### src/rtl/cepstral_mac.sv
// cepstral_mac: DCT multiply-accumulate engine for the MFCC cepstral stage.
// Buffers one frame of NFILT log mel energies. For each k in 0..NCEP-1 it forms
// sum_n buf[n] * coef[k*NFILT+n] against an external ROM (1-cycle read latency),
// then rounds (half-up), shifts right by SHIFT and saturates to OW bits.
//
// Ports:
//   clk, rst_n      clock, asynchronous active-low reset
//   frame_start     synchronous abort/restart into LOAD
//   in_valid/in_ready/in_data          energy input handshake
//   coef_rd_en/coef_rd_addr/coef_data  coefficient ROM read port
//   out_valid/out_ready/out_data/out_idx/out_last  coefficient output handshake
module cepstral_mac #(
  parameter int unsigned DW    = 16,
  parameter int unsigned CW    = 8,
  parameter int unsigned NFILT = 26,
  parameter int unsigned NCEP  = 13,
  parameter int unsigned OW    = 16,
  parameter int unsigned SHIFT = 7,
  localparam int unsigned AW   = $clog2(NFILT * NCEP),
  localparam int unsigned KW   = (NCEP > 1) ? $clog2(NCEP) : 1
) (
  input  logic          clk,
  input  logic          rst_n,
  input  logic          frame_start,
  input  logic          in_valid,
  output logic          in_ready,
  input  logic [DW-1:0] in_data,
  output logic          coef_rd_en,
  output logic [AW-1:0] coef_rd_addr,
  input  logic [CW-1:0] coef_data,
  output logic          out_valid,
  input  logic          out_ready,
  output logic [OW-1:0] out_data,
  output logic [KW-1:0] out_idx,
  output logic          out_last
);

  localparam int unsigned ACCW = DW + CW + $clog2(NFILT);
  localparam int unsigned PW   = DW + CW;
  localparam int unsigned WW   = (NFILT > 1) ? $clog2(NFILT) : 1;
  localparam int unsigned NW   = $clog2(NFILT + 2);
  // 2^(SHIFT-1) for SHIFT>0, zero for SHIFT=0
  localparam logic [ACCW:0] BIAS = ((ACCW + 1)'(1) << SHIFT) >> 1;

  localparam logic [1:0] StIdle = 2'd0;
  localparam logic [1:0] StLoad = 2'd1;
  localparam logic [1:0] StMac  = 2'd2;
  localparam logic [1:0] StOut  = 2'd3;

  logic [1:0]      state_q, state_d;
  logic [WW-1:0]   wr_cnt_q, wr_cnt_d;
  logic [NW-1:0]   n_q, n_d;
  logic [KW-1:0]   k_q, k_d;
  logic [AW-1:0]   addr_q, addr_d;
  logic [DW-1:0]   opnd_q, opnd_d;
  logic            v1_q, v1_d;
  logic [PW-1:0]   prod_q, prod_d;
  logic            v2_q, v2_d;
  logic [ACCW-1:0] acc_q, acc_d;
  logic [DW-1:0]   buf_q [NFILT];
  logic            buf_we;

  logic            issue;
  logic [PW-1:0]   mult;
  logic [ACCW:0]   biased;
  logic signed [ACCW:0] shifted;
  logic [OW-1:0]   sat;

  // Issue phase covers n = 0..NFILT-1; n = NFILT, NFILT+1 are pipeline drain.
  assign issue = (state_q == StMac) && (n_q < NW'(NFILT));

  // Operands sign-extended to PW so the truncated product is the signed product.
  assign mult = {{CW{opnd_q[DW-1]}}, opnd_q} * {{DW{coef_data[CW-1]}}, coef_data};

  always_comb begin
    state_d  = state_q;
    wr_cnt_d = wr_cnt_q;
    n_d      = n_q;
    k_d      = k_q;
    addr_d   = addr_q;
    opnd_d   = opnd_q;
    v1_d     = 1'b0;
    prod_d   = prod_q;
    v2_d     = v1_q;
    acc_d    = acc_q;
    buf_we   = 1'b0;

    // Stage 1: fetch buffer operand alongside the ROM address.
    if (issue) begin
      opnd_d = buf_q[n_q[WW-1:0]];
      v1_d   = 1'b1;
      addr_d = addr_q + AW'(1);
    end
    // Stage 2: ROM data has arrived; form the product.
    if (v1_q) begin
      if ((opnd_q == '0) || (coef_data == '0)) prod_d = '0;
      else                                       prod_d = mult;
    end
    // Stage 3: accumulate.
    if (v2_q) acc_d = acc_q + {{(ACCW - PW){prod_q[PW-1]}}, prod_q};

    unique case (state_q)
      StIdle: state_d = StLoad;
      StLoad: begin
        if (in_valid) begin
          buf_we = 1'b1;
          if (wr_cnt_q == WW'(NFILT - 1)) begin
            wr_cnt_d = '0;
            k_d      = '0;
            n_d      = '0;
            addr_d   = '0;
            acc_d    = '0;
            state_d  = StMac;
          end else begin
            wr_cnt_d = wr_cnt_q + WW'(1);
          end
        end
      end
      StMac: begin
        if (n_q == NW'(NFILT + 1)) begin
          n_d     = '0;
          state_d = StOut;
        end else begin
          n_d = n_q + NW'(1);
        end
      end
      StOut: begin
        if (out_ready) begin
          if (k_q == KW'(NCEP - 1)) begin
            k_d     = '0;
            addr_d  = '0;
            state_d = StLoad;
          end else begin
            // addr_q already sits at (k+1)*NFILT after the previous row.
            k_d     = k_q + KW'(1);
            n_d     = '0;
            acc_d   = '0;
            state_d = StMac;
          end
        end
      end
      default: state_d = StIdle;
    endcase

    if (frame_start) begin
      state_d  = StLoad;
      wr_cnt_d = '0;
      k_d      = '0;
      n_d      = '0;
      addr_d   = '0;
      acc_d    = '0;
      v1_d     = 1'b0;
      v2_d     = 1'b0;
      buf_we   = 1'b0;
    end
  end

  always_ff @(posedge clk or negedge rst_n) begin
    if (!rst_n) begin
      state_q  <= StIdle;
      wr_cnt_q <= '0;
      n_q      <= '0;
      k_q      <= '0;
      addr_q   <= '0;
      opnd_q   <= '0;
      v1_q     <= 1'b0;
      prod_q   <= '0;
      v2_q     <= 1'b0;
      acc_q    <= '0;
    end else begin
      state_q  <= state_d;
      wr_cnt_q <= wr_cnt_d;
      n_q      <= n_d;
      k_q      <= k_d;
      addr_q   <= addr_d;
      opnd_q   <= opnd_d;
      v1_q     <= v1_d;
      prod_q   <= prod_d;
      v2_q     <= v2_d;
      acc_q    <= acc_d;
    end
  end

  // Energy buffer: no reset, every entry is rewritten before it is read.
  always_ff @(posedge clk) begin
    if (buf_we) buf_q[wr_cnt_q] <= in_data;
  end

  // Round half-up, arithmetic shift, then clamp to the OW-bit signed range.
  always_comb begin
    biased  = {acc_q[ACCW-1], acc_q} + BIAS;
    shifted = $signed(biased) >>> SHIFT;
    if ((&shifted[ACCW:OW-1]) || (~|shifted[ACCW:OW-1])) sat = shifted[OW-1:0];
    else if (shifted[ACCW])                               sat = {1'b1, {(OW - 1){1'b0}}};
    else                                                  sat = {1'b0, {(OW - 1){1'b1}}};
  end

  assign in_ready     = (state_q == StLoad);
  assign coef_rd_en   = issue;
  assign coef_rd_addr = issue ? addr_q : '0;
  assign out_valid    = (state_q == StOut);
  assign out_data     = out_valid ? sat : '0;
  assign out_idx      = out_valid ? k_q : '0;
  assign out_last     = out_valid && (k_q == KW'(NCEP - 1));

endmodule
### config.mk
export PLATFORM = sky130hd
export DESIGN_NAME = cepstral_mac
export DESIGN_NICKNAME = d
export VERILOG_FILES = /design/src/rtl/cepstral_mac.sv
export SDC_FILE = /design/constraint.sdc
export NUM_CORES = 1
export LEC_CHECK = 0
export BUFFER_PORTS_ARGS = -buffer_cell sky130_fd_sc_hd__buf_2
export CAP_MARGIN = 20
export CORE_MARGIN = 2
export CORE_UTILIZATION = 70
export CTS_BUF_LIST = sky130_fd_sc_hd__clkbuf_8
export DETAILED_ROUTE_END_ITERATION = 10
export GPL_ROUTABILITY_DRIVEN = 0
export GPL_TIMING_DRIVEN = 0
export PLACE_DENSITY = 0.85
export SYNTH_ARGS = -nofsm -noshare
export SYNTH_HDL_FRONTEND = slang
export SYNTH_SLANG_ARGS = --single-unit
export TNS_END_PERCENT = 1
### constraint.sdc
create_clock -name clk -period 13.25 [get_ports clk]
set_input_delay 0.6625 -clock clk [delete_from_list [all_inputs] [get_ports clk]]
set_output_delay 0.6625 -clock clk [all_outputs]
set_load 0.02 [all_outputs]
==> results.sh <==
export IMPL_status="finished, final reports clean"
export IMPL_synth_top_cell_by_area="edfxtp_1"
export IMPL_drc=0
export IMPL_portBuffers=61
export IMPL_yosys_area_share_xor_xnor_pct=2.19
export IMPL_nets=2300
export IMPL_clk_insertion_delay_late_ns=0.65
export IMPL_seq_area_mm2=0.0149
export IMPL_final_max_slew_viol_count=0
export IMPL_crit_required_ns=13.74
export IMPL_wl_per_cell_um=23.4
export IMPL_antenna_cells=0
export IMPL_seq_area_frac_synth_pct=55.6
export IMPL_power_leakage_nw=11.3
export IMPL_final_cell_mix="416 x edfxtp_1, 203 x inv_1, 114 x and2_1"
export IMPL_die_w_um=200
export IMPL_ys_flop_type="edfxtp_1"
export IMPL_ctsHtreeMaxLevel=3
export IMPL_cts_path_max_buffers=3
export IMPL_postCtsResizedCells=0
export IMPL_tightest_slew_ns=1.04
export IMPL_dieArea_mm2=0.0398
export IMPL_cts_root_buf="clkbuf_8"
export IMPL_initial_core_util_pct=71.1
export IMPL_synth_seq_cells=512
export IMPL_layout_commonest_cell="edfxtp_1"
export IMPL_setup_violations=0
export IMPL_period_share_pct=42.9
export IMPL_period_needed_ns=5.69
export IMPL_num_vias=16750
export IMPL_ys_async_sr_fraction_pct=18.8
export IMPL_synth_area_mm2=0.0268
export IMPL_grt_max_degree=72
export IMPL_synthesis_nets=2142
export IMPL_syn_area_per_cell_um2=13.9
export IMPL_hold_path_class="input port to register"
export IMPL_skew_ns=0.0204
export IMPL_dr_pass1_iters=6
export IMPL_grt_overflow=0
export IMPL_synth_top_area_share_pct=46.7
export IMPL_fillerInstances=2127
export IMPL_crit_path_start_kind="input port"
export IMPL_fmax_ghz=0.176
export IMPL_drive_gt1_share_pct=15.6
export IMPL_vias_per_cell=6.31
export IMPL_yosys_top_cells_area="edfxtp_1 47%, mux4_2 9.4%, dfrtp_1 9.0%"
export IMPL_synth_edf_count=416
export IMPL_max_cap_viol_count=0
export IMPL_row_count=71
export IMPL_synth_distinct_cells=72
export IMPL_first_iter_violations=1528
export IMPL_cts_buffers=79
export IMPL_grtUsageTotal_pct=32.6
export IMPL_peakVddDrop_v=0.000160
export IMPL_setup_tns_ns=0
export IMPL_hold_worst_slack_ns=0.386
export IMPL_place_hpwl_um=44000
export IMPL_dieHeight_um=200
export IMPL_antenna_left=0
export IMPL_cp_arrival_ns=6.18
export IMPL_yosys_warnings=0
export IMPL_synth_top_family_by_area="adder cells"
export IMPL_clkTransAtPathRegs_ns=0.06
export IMPL_clock_sinks=512
export IMPL_max_slew_margin_rel_pct=30.5
export IMPL_antenna_found_initial=0
export IMPL_synthSimpleGateAreaFrac_pct=8.95
export IMPL_synth_compound_area_share_pct=6.32
export IMPL_multi_input_area_mm2=0.0109
export IMPL_syn_to_final_growth_pct=9.92
export IMPL_num_io_pins=62
export IMPL_core_area_mm2=0.0377
export IMPL_synth_adder_area_share_pct=11.7
export IMPL_synth_mux_area_share_pct=11.5
export IMPL_cp_max_fo=10
export IMPL_cts_tree="yes"
export IMPL_rsz0062_at_grt="false"
export IMPL_hold_viol=0
export IMPL_first_global_vias=17277
export IMPL_crit_type="input port to register"
export IMPL_grt_pass1_wl_um=95200
export IMPL_p_per_area_mw_per_mm2=105
export IMPL_worst_setup_path_end_kind="register"
export IMPL_drt_total_wl_um=62000
export IMPL_synthCells=1926
-- final cells by class --
cell class	instances	share of cell area, %
multi-input cells	1152	37.1
flip-flops and latches	512	50.6
well taps	511	2.17
plain buffers	86	1.16
clock inverters	59	1.12
repair buffers	77	1.75
clock buffers	82	3.83
inverters	176	2.24
-- critical path: stages --
cell,delay [ns]
buf_2,0.15
inv_1,0.26
buf_1,0.53
nor2_1,0.13
fa_1,0.52
fa_1,0.43
fa_1,0.49
inv_1,0.05
fa_1,0.49
inv_1,0.05
ha_1,0.34
a2111oi_0,0.44
o211ai_1,0.18
and3_1,0.25
a21oi_1,0.25
a311oi_1,0.23
a211o_1,0.31
a21oi_1,0.17
xnor2_1,0.13
o22ai_1,0.08
-- synthesized netlist by cell type, types with 4 or more instances --
| master | n |
|---|---|
| inv_1 | 175 |
| nor2b_1 | 8 |
| o21ai_0 | 55 |
| a31oi_1 | 10 |
| o31ai_1 | 4 |
| nand2_1 | 101 |
| clkbuf_1 | 62 |
| fa_1 | 104 |
| a21oi_1 | 64 |
| nor2_1 | 122 |
| o21bai_1 | 4 |
| mux2i_1 | 54 |
| and3_1 | 15 |
| xnor2_1 | 35 |
| mux4_2 | 112 |
| edfxtp_1 | 416 |
| and2_1 | 114 |
| nand3b_1 | 4 |
| o211ai_1 | 5 |
| o22ai_1 | 26 |
| nand3_1 | 21 |
| buf_2 | 8 |
| o21a_1 | 8 |
| ha_1 | 83 |
| a211oi_1 | 23 |
| nand3_2 | 4 |
| dfrtp_1 | 96 |
| nor4_1 | 7 |
| a21o_1 | 28 |
| o21ai_1 | 11 |
| or3_1 | 6 |
| xor2_1 | 32 |
| nand4_1 | 11 |
| buf_1 | 14 |
| nor3_1 | 10 |
| nand2b_1 | 18 |
-- registers in the layout (all words and copies together) (netlist names) --
name	flops
buf_q	416
state_q	2
addr_q	9
v2_q	1
acc_q	29
opnd_q	16
v1_q	1
wr_cnt_q	5
n_q	5
prod_q	24
k_q	4
-- metrics by stage --
stage                     utilization, %  std cells  instance area [µm²]  total power, W  worst slack [ns]
after floorplan                        -       1926                26800         0.00184              8.05
after global placement              73.6       2498                27700         0.00189              6.95
after detailed placement            74.2       2513                28000         0.00190              7.02
after CTS                           78.1       2655                29400         0.00310              7.67
after global routing                78.1       2655                29400         0.00318              7.31
final                               78.1       2655                29400         0.00310              7.56
-- cell families after synthesis --
group | Yosys count
AO/OA/AOI/OAI | 267
adder cells (fa/ha/maj) | 187
multiplexers | 168
buffers and inverters | 262
flip-flops | 512
AND/OR/NAND/NOR | 463
XOR/XNOR | 67
-- power breakdown --
part,internal (W),switching (W)
registers,0.00175,0.00000595
logic,0.0000314,0.0000770
clock network,0.000618,0.000614
total,0.00240,0.000697
-- worst paths after layout --
check,startpoint,to,slack (ns),depth (start not counted)
worst max-delay path,coef_data[7],prod_q[23],7.56,20
worst min-delay path,out_ready,addr_q[1],0.39,4
worst max register to register,opnd_q[7],prod_q[23],7.70,18
worst min register to register,acc_q[5],acc_q[5],0.53,2
max in group asynchronous,rst_n,prod_q[23],12.05,3
min in group asynchronous,rst_n,opnd_q[13],0.48,2
-- routing by layer --
layer  up-vias  part of all wire (%)  GRT usage (%)  wire length (µm)
met5         -                     0              0                 0
met4         0                   4.1           13.9              2570
met3       156                   8.6           5.52              5310
met2       859                    51           56.8             31900
met1      8402                    36           40.7             22200
li1       7333                     -              -                 -
-- repair_timing --
| item | 4_1_cts | 5_1_grt |
|---|---|---|
| hold buffers | 1 | 0 |
| hold endpoints to repair | 25 | 0 |
| setup buffers | 0 | 0 |
No activity file was read; power rests on OpenSTA's default activity.
